$ cat src/rtl/bcd_seq_pkg.sv
// Shared definitions for the sequential double-dabble converter: state
// encoding, BCD digit width and the minimum digit count for a binary width.
package bcd_seq_pkg;

  localparam logic ST_IDLE = 1'b0;
  localparam logic ST_CONV = 1'b1;
  localparam int   BCD_W   = 4;

  typedef enum logic {
    IDLE = ST_IDLE,
    CONV = ST_CONV
  } state_t;

  // Decimal digits needed to print 2^width-1.
  function automatic int min_digits(input int width);
    longint unsigned v;
    int n;
    v = (64'd1 << width) - 64'd1;
    n = 0;
    while (v != 0) begin
      v = v / 10;
      n++;
    end
    if (n == 0) n = 1;
    return n;
  endfunction

endpackage

$ cat src/rtl/bcd_digit_adj.sv
// Add-3 correction cell for one BCD digit; out-of-range codes collapse to 0.
module bcd_digit_adj
  import bcd_seq_pkg::*;
(
  input  logic [BCD_W-1:0] i_d,
  output logic [BCD_W-1:0] o_d
);

  always_comb begin
    o_d = i_d;
    if (i_d >= 4'd10)     o_d = '0;
    else if (i_d >= 4'd5) o_d = i_d + 4'd3;
  end

endmodule

$ cat src/rtl/bcd_seq_converter.sv
// Iterative binary-to-BCD converter: one add-3/shift step per clock, WIDTH
// steps per conversion, handshaked with start/busy/done.
module bcd_seq_converter
  import bcd_seq_pkg::*;
#(
  parameter int WIDTH  = 8,
  parameter int DIGITS = 3
) (
  input  logic                    CLOCK_50,
  input  logic                    RESET_N,
  input  logic                    start,
  input  logic [WIDTH-1:0]        bin,
  output logic                    busy,
  output logic                    done,
  output logic [BCD_W*DIGITS-1:0] bcd
);

  localparam int            BW   = BCD_W * DIGITS;
  localparam int            CW   = (WIDTH > 1) ? $clog2(WIDTH) : 1;
  localparam logic [CW-1:0] LAST = CW'(WIDTH - 1);

  if (WIDTH < 4 || WIDTH > 16) begin : g_bad_width
    $fatal(1, "bcd_seq_converter: WIDTH %0d outside 4..16", WIDTH);
  end
  if (DIGITS < min_digits(WIDTH)) begin : g_bad_digits
    $fatal(1, "bcd_seq_converter: DIGITS %0d too small for WIDTH %0d", DIGITS, WIDTH);
  end

  state_t          r_state;
  logic [WIDTH-1:0] r_bin;
  logic [BW-1:0]    r_scr;
  logic [CW-1:0]    r_cnt;
  logic [BW-1:0]    w_adj;
  logic [BW-1:0]    w_shift;

  for (genvar g = 0; g < DIGITS; g++) begin : g_dig
    bcd_digit_adj u_adj (
      .i_d (r_scr[g*BCD_W +: BCD_W]),
      .o_d (w_adj[g*BCD_W +: BCD_W])
    );
  end

  // Corrected scratch shifted left, binary MSB entering the ones digit.
  assign w_shift = {w_adj[BW-2:0], r_bin[WIDTH-1]};

  always_ff @(posedge CLOCK_50 or negedge RESET_N) begin
    if (!RESET_N) begin
      r_state <= IDLE;
      r_bin   <= '0;
      r_scr   <= '0;
      r_cnt   <= '0;
      busy    <= 1'b0;
      done    <= 1'b0;
      bcd     <= '0;
    end else begin
      done <= 1'b0;
      case (r_state)
        IDLE: begin
          if (start) begin
            r_bin   <= bin;
            r_scr   <= '0;
            r_cnt   <= '0;
            busy    <= 1'b1;
            r_state <= CONV;
          end
        end
        CONV: begin
          r_bin <= {r_bin[WIDTH-2:0], 1'b0};
          r_scr <= w_shift;
          r_cnt <= r_cnt + 1'b1;
          if (r_cnt == LAST) begin
            bcd     <= w_shift;
            busy    <= 1'b0;
            done    <= 1'b1;
            r_state <= IDLE;
          end
        end
        default: r_state <= IDLE;
      endcase
    end
  end

endmodule

$ cat config.mk
export PLATFORM = sky130hd
export DESIGN_NAME = bcd_seq_converter
export DESIGN_NICKNAME = d
export VERILOG_FILES = /design/src/rtl/bcd_seq_pkg.sv /design/src/rtl/bcd_digit_adj.sv /design/src/rtl/bcd_seq_converter.sv
export SDC_FILE = /design/constraint.sdc
export NUM_CORES = 1
export LEC_CHECK = 0
export ABC_CLOCK_PERIOD_IN_PS = 4700
export CORE_MARGIN = 10
export CORE_UTILIZATION = 55
export DETAILED_ROUTE_END_ITERATION = 16
export GPL_TIMING_DRIVEN = 0
export PLACE_DENSITY = 0.81
export SLEW_MARGIN = 20
export SYNTH_ARGS = -nofsm -noshare
export SYNTH_HDL_FRONTEND = slang
export SYNTH_SLANG_ARGS = --single-unit
$ cat constraint.sdc
create_clock -name CLOCK_50 -period 4.7 [get_ports CLOCK_50]
set_clock_uncertainty 0.15 [all_clocks]
set_input_delay 0.47 -clock CLOCK_50 [delete_from_list [all_inputs] [get_ports CLOCK_50]]
set_output_delay 0.47 -clock CLOCK_50 [all_outputs]
set_load 0.01 [all_outputs]
==> impl_results.md <==
- Post-synth design cell area: 1870 um2
- Crit Path Class: register to register
- Synth Area in Compound Gates: 14.3%
- CP endpoint kind: register
- CP Data Arrival Time: 2.09 ns
- CTS HTree Levels: 2
- Root Buffer: clkbuf_4
- Clk sinks: 38
- Gr ovfl total: 0
- Largest family of logic cells by synthesized area: compound AO/OA/AOI/OAI gates
- Simple-gate share of the synthesized area: 14.3%
- CTS tree: built
- Wirelength per Cell: 15.4 um
- Vias per cell: between 5 and 6
- Worst hold path class: register to register
- Initial Utilization: 56.4%
- Post-Synth Adder-Cell Area: around 7.4%
- Flop pwr share: 39.3%
- Asr flop ratio synth: 100%
- Synth cell count leaders: dfrtp_1 (38), nand2_1 (32), mux2i_1 (13), nor2_1 (12)
- Clk Latency, worst-skew pair: 0.35 ns
- Mapped Cells: 183
- Post-Route WL: 4010 um
- Core ar.: between 3000 and 4000 um2
- Worst Tran Pin Value: 0.502 ns
- Boundary pin count: 25
- Initial detailed-routing violation count: 82
- Layout fillers: 277
- F_max: roughly 500 MHz
- Initial antenna violation count: 0
- Synth Flop Type: dfrtp_1
- Synth cell types: 29
- Row cnt: 21
- Port buffer count: 23
- Reg-to-reg critical path startpoint: r_cnt[1]
- Seq/Total Area, Yosys: 50.9%
- Status: complete, no violations
- Setup repair bufs after CTS: 0
- Layout cells sized above 1: 7.44%
- Max clock buf depth: 2
- Worst VDD drop: 281 uV
- Post-DP HPWL: 3070 um
- Setup TNS Final: 0 ns
- Largest net degree at the start of global routing: 30
- Number of global-route vias before repair: between 1,500 and 2,000
- Combinational share of power: 49.7%
- CP Launch Type: register
- Cell Pwr Density: 648 nW/um2
- Area grow syn2layout: 19.3%
- Chip Height: 78.3 um
- Vias: 1,452
- Final ANT Viol Nets: 0
- Post-synthesis mux area share: 7.57%
- Nets@finish: 237
- RSZ-0062 raised after global routing: false
- Post-synth top area cell: dfrtp_1
- Xor/xnor share of the synthesized area: ~1.4%
- Post-synth EDFFs: 0
- Seq cells post-synth: 38
- Final Wtd Congestion: 0.867
- Pwr Total: 1440 uW
- Crit path time final: around 2 ns
- Placed cell count: ~250
- Global-route wire length before repair: roughly 7000 um
- Top cells by area, synth: dfrtp_1 (51%), ha_1 (7.4%), mux2i_1 (7.0%)
- Tcrit/Tclk final: 42.7%
- Chip width: 78.3 um
- Syn Nets: between 200 and 250
- Fin. Hold Viols: 0
- Crit path from: r_cnt[1]
- Final setup fails: 0
- Power share of the clock group: 11.1%
- Post-Syn Area per Cell: approximately 10 um2
- Most used standard cell by instance count after synthesis: dfrtp_1
- Die area: 6120 um2
- PostCTS Resize Cnt: 0
- Top cell type's share of synthesized area: ~50%
- Cts bufs inserted: 5
- P_int: ~860 uW
- Static power due to leakage: ~0.0010 uW
- Antenna diodes: 0
- Worst Path Required: 4.79 ns
- Slew headroom: 66.5%
- GRT Overall Usage: between 10% and 20%
- Sw frac: 40.7%
- Hold Crit Start: bcd[4]
- MaxCap Viol Count: 0
- Max Slew Vio Count: 0
- Post-Layout Cell Count: 261
- CP max FO: 10
- TritonRoute pass-1 iters: 4
- Worst-path clk slew: 0.12 ns
- Total number of yosys warnings: 0
- DR DRC count: 0
- Psw: 587 uW
[placed cells by master, fill, tap and decap left out]
cell             synthesis  routed
a21oi_1                  3       3
a22o_1                   5       5
a31oi_1                  1       1
a32o_1                   3       3
and2_1                   1       1
buf_1                    1       1
buf_12                   0       1
buf_2                    4       5
clkbuf_1                 3       3
clkbuf_4                 0       5
clkdlybuf4s50_1          0      22
clkinv_1                 1       1
clkinv_2                 0       2
dfrtp_1                 38      38
dlygate4sd3_1            0       1
ha_1                    11      11
inv_1                   10      10
mux2_2                   1       1
mux2i_1                 13      13
nand2_1                 32      32
nand2b_1                 5       5
nand3_1                  4       4
nor2_1                  12      12
nor2b_1                  2       2
nor3_1                   1       1
o21ai_0                 10      10
o21ai_2                  1       1
o22ai_1                  2       2
o31a_1                   1       1
o31a_2                   1       1
o31ai_1                 11      11
or3_1                    1       1
or4b_1                   2       2
xnor2_1                  3       3
[layer usage]
layer | share of wire, % | vias up | global-route usage [%]
met4 | 2.4 | 0 | 6.99
met2 | 50 | 35 | 23.8
met1 | 43 | 711 | 15.5
met3 | 4.8 | 10 | 4.21
met5 | 0 | - | 0
li1 | - | 696 | -
[per-stage QoR]
stage	utilization (%)	setup WS (ns)	area, um2	hold WS, ns
3_3_place_gp	65.1	2.20	2150	0.313
2_1_floorplan	-	2.98	1870	0.0244
3_5_place_dp	65.5	2.69	2170	0.194
4_1_cts	67.3	2.68	2230	0.339
5_1_grt	67.3	2.51	2230	0.358
6_report	67.3	2.69	2230	0.329
[area by class of cell]
cell class	count	area, um2	share of cell area (%)
Inverter	11	41.3	1.85
Tap cell	46	57.6	2.58
Clock inverter	2	10.0	0.449
Timing Repair Buffer	25	255	11.5
Buffer	8	35.0	1.57
Sequential cell	38	951	42.7
Multi-Input combinational cell	126	840	37.7
Clock buffer	5	37.5	1.69
[power by group through the flow]
| stage | Combinational [uW] | Clock [uW] | Sequential (uW) |
|---|---|---|---|
| finish | 716 | 159 | 567 |
| global route | 804 | 179 | 586 |
| CTS | 724 | 161 | 565 |
| detailed placement | 721 | 0 | 572 |
| global placement | 677 | 0 | 559 |
| floorplan | 463 | 0 | 571 |
[cells by family after synthesis]
| kind of cell | count (synthesis) |
|---|---|
| buffers and inverters | 19 |
| adder cells (fa/ha/maj) | 11 |
| AND/OR/NAND/NOR | 60 |
| flip-flops | 38 |
| multiplexers | 14 |
| XOR/XNOR | 3 |
| AO/OA/AOI/OAI | 38 |
[state kept, by name, indices dropped and copies added, names as in the netlist]
name     cells
r_bin        8
r_cnt        3
r_state      1
busy         1
done         1
bcd         12
r_scr       12
[path summary, 6_finish.rpt]
check / endpoint / slack [ns] / depth (start not counted)
hold reg to reg: bcd[4] / 0.33 / 2
setup / recovery: bcd[7] / 2.69 / 7
setup reg to reg: bcd[7] / 2.69 / 7
hold / removal: bcd[4] / 0.33 / 2
min in group asynchronous: bcd[11] / 0.34 / 2
max in group asynchronous: r_scr[0] / 3.63 / 3
[critical path: stages, from the launching register on]
cell and delay (ns):
dfrtp_1 0.41, ha_1 0.19, ha_1 0.21, nand2_1 0.10, clkbuf_1 0.41, inv_1 0.25
nand2_1 0.11, nand2_1 0.05
[what timing repair did]
item,in CTS,in global routing
endpoints found under the setup margin,0,0
endpoints found under the hold margin,9,0
hold buffers,1,0
No activity file was read; power rests on OpenSTA's default activity.
